File: config.mk
export PLATFORM = sky130hd
export DESIGN_NAME = data_bus_arbiter
export DESIGN_NICKNAME = d
export VERILOG_FILES = /design/src/rtl/data_bus_arbiter.sv
export SDC_FILE = /design/constraint.sdc
export NUM_CORES = 1
export LEC_CHECK = 0
export BUFFER_PORTS_ARGS = -buffer_cell sky130_fd_sc_hd__buf_2
export CAP_MARGIN = 15
export CORE_ASPECT_RATIO = 1.4
export CORE_MARGIN = 8
export CORE_UTILIZATION = 40
export CTS_BUF_LIST = sky130_fd_sc_hd__clkbuf_4 sky130_fd_sc_hd__clkbuf_8
export CTS_CLUSTER_SIZE = 40
export DETAILED_ROUTE_END_ITERATION = 16
export PLACE_DENSITY = 0.63
export SLEW_MARGIN = 20
export SYNTH_ARGS = -nofsm -noshare
export SYNTH_HDL_FRONTEND = slang
export SYNTH_SLANG_ARGS = --single-unit
File: constraint.sdc
create_clock -name clk -period 1.7 [get_ports clk]
set_input_delay 0 -clock clk [delete_from_list [all_inputs] [get_ports clk]]
set_output_delay 0 -clock clk [all_outputs]
set_load 0.1 [all_outputs]
File: src/rtl/data_bus_arbiter.sv
// Four-source round-robin data bus arbiter with beat counting and completion/abort handling.
// Optional forced release on a stalled grant is built when ARB_TIMEOUT_EN is defined.
module data_bus_arbiter #(
  parameter int TIMEOUT_CYCLES = 255
) (
  input  logic       clk,
  input  logic       rst,
  input  logic       req_mem,
  input  logic       req_sha,
  input  logic       req_aes,
  input  logic       req_ctrl,
  input  logic       data_valid,
  input  logic       data_last,
  input  logic       data_ready,
  output logic       grant_mem,
  output logic       grant_sha,
  output logic       grant_aes,
  output logic       grant_ctrl,
  output logic [1:0] grant_id,
  output logic       bus_busy,
  output logic [7:0] beat_count,
  output logic       xfer_done
`ifdef ARB_TIMEOUT_EN
  ,
  output logic       timeout_err
`endif
);

  if (TIMEOUT_CYCLES < 2 || TIMEOUT_CYCLES > 255) begin : g_bad_timeout
    $error("data_bus_arbiter: TIMEOUT_CYCLES must be in 2..255");
  end

  typedef enum logic {IDLE, GRANT} state_e;

  state_e     state_q, state_d;
  logic [3:0] grant_q, grant_d;
  logic [1:0] last_winner_q, last_winner_d;
  logic [7:0] beat_count_q, beat_count_d;
  logic       xfer_done_q, xfer_done_d;

  logic [3:0] req_vec;
  logic [1:0] cand;
  logic [1:0] winner;
  logic       winner_vld;
  logic       beat;
  logic       owner_req;

`ifdef ARB_TIMEOUT_EN
  localparam logic [7:0] TIMEOUT_LAST = 8'(TIMEOUT_CYCLES - 1);
  logic [7:0] idle_cnt_q, idle_cnt_d;
  logic       timeout_err_q, timeout_err_d;
`endif

  assign req_vec   = {req_ctrl, req_aes, req_sha, req_mem};
  assign beat      = (state_q == GRANT) && data_valid && data_ready;
  // while granted, last_winner is the current owner
  assign owner_req = req_vec[last_winner_q];

  always_comb begin
    winner     = last_winner_q;
    winner_vld = 1'b0;
    cand       = last_winner_q;
    for (int i = 1; i <= 4; i++) begin
      cand = last_winner_q + 2'(i);
      if (!winner_vld && req_vec[cand]) begin
        winner     = cand;
        winner_vld = 1'b1;
      end
    end
  end

  always_comb begin
    state_d       = state_q;
    grant_d       = grant_q;
    last_winner_d = last_winner_q;
    beat_count_d  = beat_count_q;
    xfer_done_d   = 1'b0;
`ifdef ARB_TIMEOUT_EN
    idle_cnt_d    = idle_cnt_q;
    timeout_err_d = 1'b0;
`endif
    case (state_q)
      IDLE: begin
        if (winner_vld) begin
          state_d       = GRANT;
          grant_d       = 4'b0001 << winner;
          last_winner_d = winner;
          beat_count_d  = 8'd0;
`ifdef ARB_TIMEOUT_EN
          idle_cnt_d    = 8'd0;
`endif
        end
      end
      GRANT: begin
        if (beat && beat_count_q != 8'hFF) begin
          beat_count_d = beat_count_q + 8'd1;
        end
`ifdef ARB_TIMEOUT_EN
        idle_cnt_d = beat ? 8'd0 : idle_cnt_q + 8'd1;
`endif
        // completion wins over a same-cycle request drop
        if (beat && data_last) begin
          state_d     = IDLE;
          grant_d     = 4'b0000;
          xfer_done_d = 1'b1;
        end else if (!owner_req) begin
          state_d = IDLE;
          grant_d = 4'b0000;
`ifdef ARB_TIMEOUT_EN
        end else if (!beat && idle_cnt_q == TIMEOUT_LAST) begin
          state_d       = IDLE;
          grant_d       = 4'b0000;
          timeout_err_d = 1'b1;
`endif
        end
      end
      default: begin
        state_d = IDLE;
        grant_d = 4'b0000;
      end
    endcase
  end

  always_ff @(posedge clk) begin
    if (rst) begin
      state_q       <= IDLE;
      grant_q       <= 4'b0000;
      last_winner_q <= 2'b11;
      beat_count_q  <= 8'd0;
      xfer_done_q   <= 1'b0;
`ifdef ARB_TIMEOUT_EN
      idle_cnt_q    <= 8'd0;
      timeout_err_q <= 1'b0;
`endif
    end else begin
      state_q       <= state_d;
      grant_q       <= grant_d;
      last_winner_q <= last_winner_d;
      beat_count_q  <= beat_count_d;
      xfer_done_q   <= xfer_done_d;
`ifdef ARB_TIMEOUT_EN
      idle_cnt_q    <= idle_cnt_d;
      timeout_err_q <= timeout_err_d;
`endif
    end
  end

  assign grant_mem  = grant_q[0];
  assign grant_sha  = grant_q[1];
  assign grant_aes  = grant_q[2];
  assign grant_ctrl = grant_q[3];
  assign grant_id   = last_winner_q;
  assign bus_busy   = (state_q == GRANT);
  assign beat_count = beat_count_q;
  assign xfer_done  = xfer_done_q;
`ifdef ARB_TIMEOUT_EN
  assign timeout_err = timeout_err_q;
`endif

endmodule

==> results of run 1 <==
-- layout make-up --
| class | instances | area (µm²) |
|---|---|---|
| Inverter | 1 | 3.75 |
| Fill cell | 205 | 890 |
| Multi-Input combinational cell | 70 | 468 |
| Timing Repair Buffer | 28 | 158 |
| Clock buffer | 4 | 36.3 |
| Tap cell | 21 | 26.3 |
| Sequential cell | 16 | 344 |
-- flip-flops by register name, indices dropped and copies added, names as in the netlist --
signal	count
beat_count	8
grant_q	4
grant_id	2
bus_busy	1
xfer_done	1
-- layout by cell type (no fill, tap or decap), types with 5 or more instances in the layout --
cell and n:
a21oi_1 8, o211ai_1 5, dfxtp_1 5, and3_1 5
nor2_1 8, nand3_1 5, dfxtp_2 7, buf_2 24
-- cells by family (layout without fill, tap and decap cells) --
| family | after synthesis | after routing | share of synthesized area, % |
|---|---|---|---|
| flip-flops | 16 | 16 | 39.7 |
| AND/OR/NAND/NOR | 37 | 37 | 26.7 |
| buffers and inverters | 4 | 33 | 2.32 |
| XOR/XNOR | 3 | 3 | 3.26 |
| AO/OA/AOI/OAI | 26 | 26 | 22.8 |
| adder cells (fa/ha/maj) | 1 | 1 | 1.55 |
| multiplexers | 3 | 3 | 3.72 |
-- routing by layer --
| metal | part of all wire (%) | global-route usage (%) | vias to the layer above |
|---|---|---|---|
| met1 | 40 | 12.2 | 374 |
| li1 | - | - | 395 |
| met5 | 0 | 0 | - |
| met2 | 53 | 19.9 | 18 |
| met4 | 1.4 | 5.07 | 0 |
| met3 | 5.3 | 2.36 | 4 |
-- final timing paths --
path | from | slack [ps] | cells after the start | end
setup / recovery | beat_count[0] | 170 | 5 | beat_count[6]
hold / removal | data_ready | 80 | 4 | bus_busy
setup reg to reg | beat_count[0] | 170 | 5 | beat_count[6]
hold reg to reg | grant_q[0] | 480 | 1 | grant_q[0]
-- stage by stage --
step	std cells	area (µm²)	total power, mW	setup slack, ps
after global routing	140	1040	1.01	73.1
after detailed placement	133	970	0.716	206
after global placement	133	970	0.711	245
final	140	1040	0.961	174
after floorplan	90	837	0.660	8.02
after CTS	140	1040	0.971	186
-- cells in the mapped netlist (all sizes together) --
cell and n:
nand2 4, nand2b 1, o31a 1, buf 3, and3b 1, nor4 1, o21a 1, ha 1
nor2b 1, inv 1, and3 5, a32o 4, o2111ai 1, nor3b 1, or2 1, dfxtp 16
nand4 1, or3 4, or4 1, o31ai 1, nand3 5, or2b 1, a21oi 8, mux2i 3
xor2 3, o211ai 5, o21ai 4, nor3 1, nor2 9, a22o 1
-- worst max-delay path: cells and delay by family (launching register included) --
family          cells  cell delay (ps)
simple gates        3              730
compound gates      1              150
fa+ha+maj           1              230
flops               1              370
-- power by group through the flow --
stage	logic, mW	clock network, mW	registers (mW)
3_5_place_dp	0.288	0	0.429
3_3_place_gp	0.285	0	0.426
6_report	0.290	0.251	0.420
5_1_grt	0.309	0.274	0.424
2_1_floorplan	0.0992	0	0.561
4_1_cts	0.293	0.259	0.419
==> key figures, run 1 <==
Final layout
  • Share of layout cells above drive strength 1: 37.8%
  • Nets: 130
  • Synth-to-layout area growth: 28.4%
  • ANT cells: 0
  • Final Util: a little over half

STA
  • Worst Skew: 1.57 ps
  • Slew Limit Fails: 0
  • RSZ-0062 raised after global routing: no
  • # setup viols final: 0
  • Setup Total Neg Slack: 0 ps
  • Final hold vios: 0
  • Period minus WS final: 1530 ps
  • Worst slew pin tran: 480 ps
  • Period utilization: 89.8%
  • WHS: 80.2 ps
  • Fmax: 0.655 GHz
  • Worst slew margin: a little under 70%

Logic synthesis
  • Syn Inst Count: 90
  • Post-Syn Nets: 100
  • Syn avg cell area: 8.97 µm²
  • Area contributors post-synth: dfxtp_1 40%, a21oi_1 5.0%, a32o_1 5.0%, o211ai_1 4.7%, and3_1 3.9%
  • Synth top area share: 39.7%
  • #FFs+latches synth: 16
  • Sequential area share after synthesis: 39.7%
  • Ys Warns: 0
  • Cell variety after synth: 33
  • Post-synthesis cell area: 807 µm²
  • Area leader, netlist: dfxtp_1

Power
  • Power Dens Cells: 928 nW/µm²
  • Reg power frac: ~44%
  • Leakage Power: 0.462 nW
  • Logic pwr share: 30.2%
  • Switch share: 37.9%
  • Internal Power: 597 µW
  • Psw: 364 µW
  • Clk pwr share: 26.2%
  • Worst VDD drop: 0.665 mV

Detailed routing
  • Drt wl/cell: 14.9 µm
  • Post-route antenna net violation count: 0
  • Drt first pass iters: 4
  • DRC: 0
  • Vias per inst: 5.65
  • Via Count: between 700 and 800
  • DR iter-0 viols: 13
  • Final wirelength: about 2.1 mm

Worst setup path
  • CP peak stage delay: 480 ps
  • CP Launch Type: register
  • Crit end category: register
  • Worst EP arrival: 1760 ps
  • CP Class: reg -> reg
  • Slowest CP cell: or4_1
  • Crit path max fanout: 5
  • Cells along the critical path: ha_1, nand3_1, o21ai_1, or4_1, nand2_1
  • Critical Path RT: 1930 ps

Die
  • Die Wd: about 54 µm
  • I/O pin count: 25
  • DIE AREA: 3730 µm²
  • Starting density of the core: between 40% and 50%
  • Die Y: 69.1 µm
  • Row count: 19
  • CORE AREA: between 1500 and 2000 µm²

Clocking
  • Cts hold-fix bufs: 3
  • Clk Latency, worst-skew pair: 280 ps
  • CTS Sinks: 16
  • CTS buffer count: 3
  • TritonCTS clock tree: built
  • Clk slew on worst S/H paths: 90 ps
  • H-tree depth: 1
  • # resized after CTS: 0
  • Root buf cell: clkbuf_4
  • Clk buf depth: 2
  • Postcts setup bufs: 0

Global routing
  • Vias in the first global route: 763
  • First-pass GRT wire length: about 3.4 mm
  • Initial antenna violation count: 0
  • Grt total ovfl: 0
  • Largest net degree at the start of global routing: 11
  • Total track usage: 11.4%

Flow run
  • Max-cap violations: 0

Hold path
  • Hold Path Class: in -> reg

Placement
  • Input/output buffers: 24
  • Dpl hpwl: 1.63 mm
  • Gpl congestion: 0.783

Run status
  • Outcome: finished clean
(Power assumes the default switching activity.)
==> inputs of run 2 (changes only) <==
- BUFFER_PORTS_ARGS: -buffer_cell sky130_fd_sc_hd__buf_2 -> -buffer_cell sky130_fd_sc_hd__buf_4
==> key figures, run 2 (synthesis gave the netlist of run 1 again) <==
Clocking
  • Clk Latency, worst-skew pair: 290 ps (was 280 ps)
  • TritonCTS clock tree: built (unchanged)
  • Postcts setup bufs: 0 (unchanged)
  • CTS buffer count: 3 (unchanged)
  • CTS Sinks: 16 (unchanged)
  • Root buf cell: clkbuf_4 (unchanged)
  • Clk buf depth: 2 (unchanged)
  • # resized after CTS: 0 (unchanged)
  • Cts hold-fix bufs: 3 (unchanged)
  • H-tree depth: 1 (unchanged)
  • Clk slew on worst S/H paths: 100 ps (was 90 ps)

Worst setup path
  • Crit path max fanout: 5 (unchanged)
  • Worst EP arrival: 1770 ps (was 1760 ps)
  • Crit end category: register (unchanged)
  • Critical Path RT: 1930 ps (about the same)
  • CP Class: reg -> reg (unchanged)
  • CP Launch Type: register (unchanged)

Detailed routing
  • Post-route antenna net violation count: 0 (unchanged)
  • Drt wl/cell: 15.0 µm (was 14.9 µm)
  • Final wirelength: 2.09 mm (about the same)
  • Via Count: 794 (was 791)
  • Vias per inst: 5.71 (was 5.65)
  • Drt first pass iters: 4 (unchanged)
  • DRC: 0 (unchanged)
  • DR iter-0 viols: 16 (was 13)

STA
  • Worst slew pin tran: 532 ps (was 480 ps)
  • Worst slew margin: 64.2% (was 67.8%)
  • Worst Skew: 4.54 ps (was 1.57 ps)
  • Period utilization: 90.7% (was 89.8%)
  • RSZ-0062 raised after global routing: no (unchanged)
  • # setup viols final: 0 (unchanged)
  • Period minus WS final: 1540 ps (was 1530 ps)
  • Slew Limit Fails: 0 (unchanged)
  • WHS: 46.2 ps (was 80.2 ps)
  • Final hold vios: 0 (unchanged)
  • Fmax: 0.649 GHz (was 0.655 GHz)
  • Setup Total Neg Slack: 0 ps (unchanged)

Flow run
  • Max-cap violations: 0 (unchanged)

Global routing
  • Grt total ovfl: 0 (unchanged)
  • Total track usage: 12.3% (was 11.4%)
  • Initial antenna violation count: 0 (unchanged)
  • Vias in the first global route: 819 (was 763)
  • Largest net degree at the start of global routing: 11 (unchanged)
  • First-pass GRT wire length: 3.59 mm (was 3.36 mm)

Final layout
  • Largest register FFs: 8 (unchanged)
  • Commonest non-fill, non-tap cell in the layout: buf_4 (was buf_2)
  • Non-filler cells, final: 139 (was 140)
  • Synth-to-layout area growth: 34.9% (was 28.4%)
  • Nets: 129 (was 130)
  • Final Util: 56.5% (was 53.8%)
  • Share of layout cells above drive strength 1: 37.3% (was 37.8%)
  • Commonest non-fill, non-tap cells in the layout: 24 x buf_4, 8 x a21oi_1, 8 x nor2_1, 7 x dfxtp_2 (was 24 x buf_2, 8 x a21oi_1, 8 x nor2_1, 7 x dfxtp_2)
  • ANT cells: 0 (unchanged)

Placement
  • Placed cells: 132 (was 133)
  • Dpl hpwl: 1.63 mm (about the same)
  • Gpl congestion: 0.781 (was 0.783)
  • Input/output buffers: 24 (unchanged)

Die
  • Starting density of the core: 41.9% (unchanged)
  • Row count: 19 (unchanged)
  • DIE AREA: 3730 µm² (unchanged)
  • I/O pin count: 25 (unchanged)
  • Die Y: 69.1 µm (unchanged)
  • Die Wd: 54.0 µm (unchanged)
  • CORE AREA: 1930 µm² (unchanged)

Power
  • Leakage Power: 0.466 nW (was 0.462 nW)
  • Power Dens Cells: 903 nW/µm² (was 928 nW/µm²)
  • Worst VDD drop: 0.629 mV (was 0.665 mV)
  • Final Power: 983 µW (was 961 µW)

Hold path
  • Hold Path Class: in -> reg (unchanged)

Run status
  • Outcome: finished clean (unchanged)
[run 2: report_power, final]
group / total [mW] / switching, mW / internal, mW
Clock: 0.257 / 0.127 / 0.131
Sequential: 0.420 / 0.0262 / 0.394
Combinational: 0.305 / 0.218 / 0.0871
[run 2: stage by stage]
| stage | worst slack (ps) | cell area (µm²) |
|---|---|---|
| 4_1_cts | 159 | 1090 |
| 6_report | 158 | 1090 |
| 3_5_place_dp | 178 | 1020 |
| 2_1_floorplan | 8.02 | 837 |
| 5_1_grt | 17.8 | 1090 |
| 3_3_place_gp | 226 | 1020 |
[run 2: layer usage]
layer  global-route usage (%)  routed length, µm
met5                        0                  0
met1                     12.4                818
met4                     5.92                 41
met2                     21.9               1120
met3                     3.00                105
[run 2: final timing paths]
check / slack, ps / end / cells after the start / startpoint
max: 160 / beat_count[5] / 5 / beat_count[0]
min: 50 / bus_busy / 4 / data_ready
max reg2reg: 160 / beat_count[5] / 5 / beat_count[0]
min reg2reg: 480 / grant_q[3] / 1 / grant_q[3]
[run 2: critical path, stage by stage, from the launching register on]
cell	delay (ps)
dfxtp_4	370
ha_1	230
nand3_1	180
o211ai_1	210
or3_1	360
a21oi_1	130
[run 2: area by class of cell]
class,count,area (µm²)
repair buffers,27,210
fillers,186,837
well taps,21,26.3
clock buffers,4,36.3
flip-flops and latches,16,344
multi-input cells,70,468
inverters,1,3.75
==> inputs of run 3 (changes only) <==
- ABC_AREA: unset -> 1
- PLACE_DENSITY: 0.63 -> 0.6
==> key figures, run 3 <==
Logic synthesis
  • Synth top area share: 28.3% (was 39.7%)
  • Sequential area share after synthesis: 28.3% (was 39.7%)
  • Post-Syn Nets: 175 (was 100)
  • Post-synthesis cell area: 1130 µm² (was 807 µm²)
  • Most frequent cells after synthesis: 52 x nand2_1, 18 x nand3_1, 16 x dfxtp_1 (was 16 x dfxtp_1, 8 x a21oi_1, 8 x nor2_1)
  • Synth Flop Type: dfxtp_1 (unchanged)
  • Area contributors post-synth: dfxtp_1 28%, nand2_1 17%, nand3_1 8.0%, a21oi_1 6.6%, nand2_2 6.1% (was dfxtp_1 40%, a21oi_1 5.0%, a32o_1 5.0%, o211ai_1 4.7%, and3_1 3.9%)
  • Cell variety after synth: 29 (was 33)
  • Post-synth EDFFs: 0 (unchanged)
  • Area leader, netlist: dfxtp_1 (unchanged)
  • Post-synth ARST share: 0% (unchanged)
  • Top-count cell post-synth: nand2_1 (was dfxtp_1)
  • Syn avg cell area: 6.86 µm² (was 8.97 µm²)
  • #FFs+latches synth: 16 (unchanged)
  • Syn Inst Count: 165 (was 90)
  • Ys Warns: 0 (unchanged)

Placement
  • Dpl hpwl: 2.28 mm (was 1.63 mm)
  • Input/output buffers: 24 (unchanged)
  • Gpl congestion: 0.802 (was 0.781)

Global routing
  • Grt total ovfl: 0 (unchanged)
  • First-pass GRT wire length: 4.93 mm (was 3.59 mm)
  • Largest net degree at the start of global routing: 15 (was 11)
  • Initial antenna violation count: 0 (unchanged)
  • Total track usage: 13.1% (was 12.3%)
  • Vias in the first global route: 1178 (was 819)

Die
  • Die Y: 78.9 µm (was 69.1 µm)
  • CORE AREA: 2790 µm² (was 1930 µm²)
  • Die Wd: 60.9 µm (was 54.0 µm)
  • Starting density of the core: 40.5% (was 41.9%)
  • DIE AREA: 4810 µm² (was 3730 µm²)
  • Row count: 23 (was 19)
  • I/O pin count: 25 (unchanged)

Worst setup path
  • Cells along the critical path: buf_12, nand2_2, nand2_2, nand2_1, nand2_2, nor2_8, nand3_4, nand2_8, nand2_4, a21oi_2, nor2_1 (was ha_1, nand3_1, o211ai_1, or3_1, a21oi_1)
  • Slowest CP cell: dfxtp_4 (unchanged)
  • Crit path top cell by count: nand2_2
  • Buffers & Inverters on Critical Path: 1 (was 0)
  • Register-to-register setup slack: 140 ps (was 160 ps)
  • CP Class: reg -> reg (unchanged)
  • CP peak stage delay: 360 ps (was 370 ps)
  • CP Launch Type: register (unchanged)
  • Worst EP arrival: 1700 ps (was 1770 ps)
  • Critical Path RT: 1840 ps (was 1930 ps)
  • Critical path's top delay family: simple AND/OR/NAND/NOR gates (unchanged)
  • Crit path max fanout: 14 (was 5)
  • Crit end category: register (unchanged)

Final layout
  • Commonest non-fill, non-tap cell in the layout: nand2_1 (was buf_4)
  • Synth-to-layout area growth: 30.6% (was 34.9%)
  • Commonest non-fill, non-tap cells in the layout: 50 x nand2_1, 26 x buf_4, 18 x nand3_1, 12 x nand2_2, 12 x a21oi_1 (was 24 x buf_4, 8 x a21oi_1, 8 x nor2_1, 7 x dfxtp_2)
  • Final Util: 52.9% (was 56.5%)
  • Largest register FFs: 8 (unchanged)
  • ANT cells: 0 (unchanged)
  • Nets: 203 (was 129)
  • Fill cells: 273 (was 186)
  • Share of layout cells above drive strength 1: 38.5% (was 37.3%)

Power
  • Psw: 1.63 mW (was 371 µW)
  • Internal Power: 1.21 mW (was 612 µW)
  • Switch share: 57.4% (was 37.7%)
  • Leakage Power: 0.678 nW (was 0.466 nW)
  • Power Dens Cells: 1930 nW/µm² (was 903 nW/µm²)
  • Logic pwr share: 69.2% (was 31.1%)
  • Reg power frac: 19.0% (was 42.8%)
  • Worst VDD drop: 0.790 mV (was 0.629 mV)
  • Clk pwr share: 11.9% (was 26.2%)

Detailed routing
  • Via Count: 1126 (was 794)
  • Drt wl/cell: 12.4 µm (was 15.0 µm)
  • Post-route antenna net violation count: 0 (unchanged)
  • Drt first pass iters: 4 (unchanged)
  • Vias per inst: 4.92 (was 5.71)
  • Final wirelength: 2.84 mm (was 2.09 mm)
  • DR iter-0 viols: 17 (was 16)
  • DRC: 0 (unchanged)

STA
  • Worst slew pin tran: 337 ps (was 532 ps)
  • # setup viols final: 0 (unchanged)
  • Worst Skew: 3.52 ps (was 4.54 ps)
  • Slew Limit Fails: 0 (unchanged)
  • Worst slew margin: 77.4% (was 64.2%)
  • Final hold vios: 0 (unchanged)
  • WHS: 25.9 ps (was 46.2 ps)
  • Period utilization: 92.0% (was 90.7%)
  • Fmax: 0.640 GHz (was 0.649 GHz)
  • Period minus WS final: 1560 ps (was 1540 ps)

Clocking
  • H-tree depth: 1 (unchanged)
  • Clk buf depth: 2 (unchanged)
  • Cts hold-fix bufs: 0 (was 3)
  • TritonCTS clock tree: built (unchanged)
  • CTS buffer count: 3 (unchanged)
  • Clk slew on worst S/H paths: 60 ps (was 100 ps)
  • Root buf cell: clkbuf_8 (was clkbuf_4)
  • Clk Latency, worst-skew pair: 250 ps (was 290 ps)
  • CTS Sinks: 16 (unchanged)

Hold path
  • Hold Path Class: in -> reg (unchanged)

Flow run
  • Max-cap violations: 0 (unchanged)

Run status
  • Outcome: finished clean (unchanged)
[run 3: cell families (layout without fill, tap and decap cells)]
kind of cell | Yosys count | after routing | synth area share [%]
compound gates | 22 | 22 | 11.5
xor+xnor | 4 | 4 | 3.10
fa+ha+maj | 1 | 1 | 1.11
buf+inv | 16 | 43 | 8.07
flops | 16 | 16 | 28.3
simple gates | 106 | 106 | 47.9
[run 3: power by group through the flow]
stage	clock [mW]	sequential [mW]	combinational, mW
CTS	0.345	0.565	1.82
global route	0.358	0.554	2.15
finish	0.338	0.540	1.97
floorplan	0	1.03	1.10
global placement	0	0.570	1.79
detailed placement	0	0.573	1.81
[run 3: per-layer routing]
layer / vias to the layer above / track usage [%] / wire [µm] / part of all wire [%]
li1: 586 / - / - / -
met1: 505 / 13.1 / 1100 / 39
met2: 29 / 24.4 / 1530 / 54
met3: 6 / 3.07 / 150 / 5.3
met4: 0 / 5.15 / 53 / 1.9
met5: - / 0 / 0 / 0
[run 3: repair_timing]
item | in CTS | in global routing
setup endpoints to repair | 0 | 14
buffers inserted | 0 | 2
resized for setup | 0 | 11
[run 3: cell type report]
cell class | count | area, µm² | area share [%]
sequential | 16 | 349 | 23.6
multi-input combinational | 133 | 759 | 51.4
timing repair buffer | 27 | 215 | 14.6
tap | 37 | 46.3 | 3.13
inverter | 12 | 52.6 | 3.56
clock buffer | 4 | 55.1 | 3.73
[run 3: through the flow]
| step | std cells | cell area [µm²] | setup TNS [ps] | worst slack [ps] | power (mW) |
|---|---|---|---|---|---|
| floorplan | 165 | 1160 | 0 | 9.64 | 2.13 |
| global placement | 223 | 1350 | 0 | 38.9 | 2.36 |
| detailed placement | 223 | 1350 | 0 | 23.3 | 2.39 |
| finish | 229 | 1480 | 0 | 137 | 2.84 |
| CTS | 227 | 1410 | 0 | 9.96 | 2.73 |
| global route | 229 | 1480 | -4.03 | -4.03 | 3.07 |
[run 3: final timing paths]
check / startpoint / endpoint / depth (start not counted)
max reg2reg: grant_id[0] / beat_count[2] / 11
min: rst / grant_q[3] / 2
max: grant_id[0] / beat_count[2] / 11
min reg2reg: beat_count[0] / beat_count[0] / 1
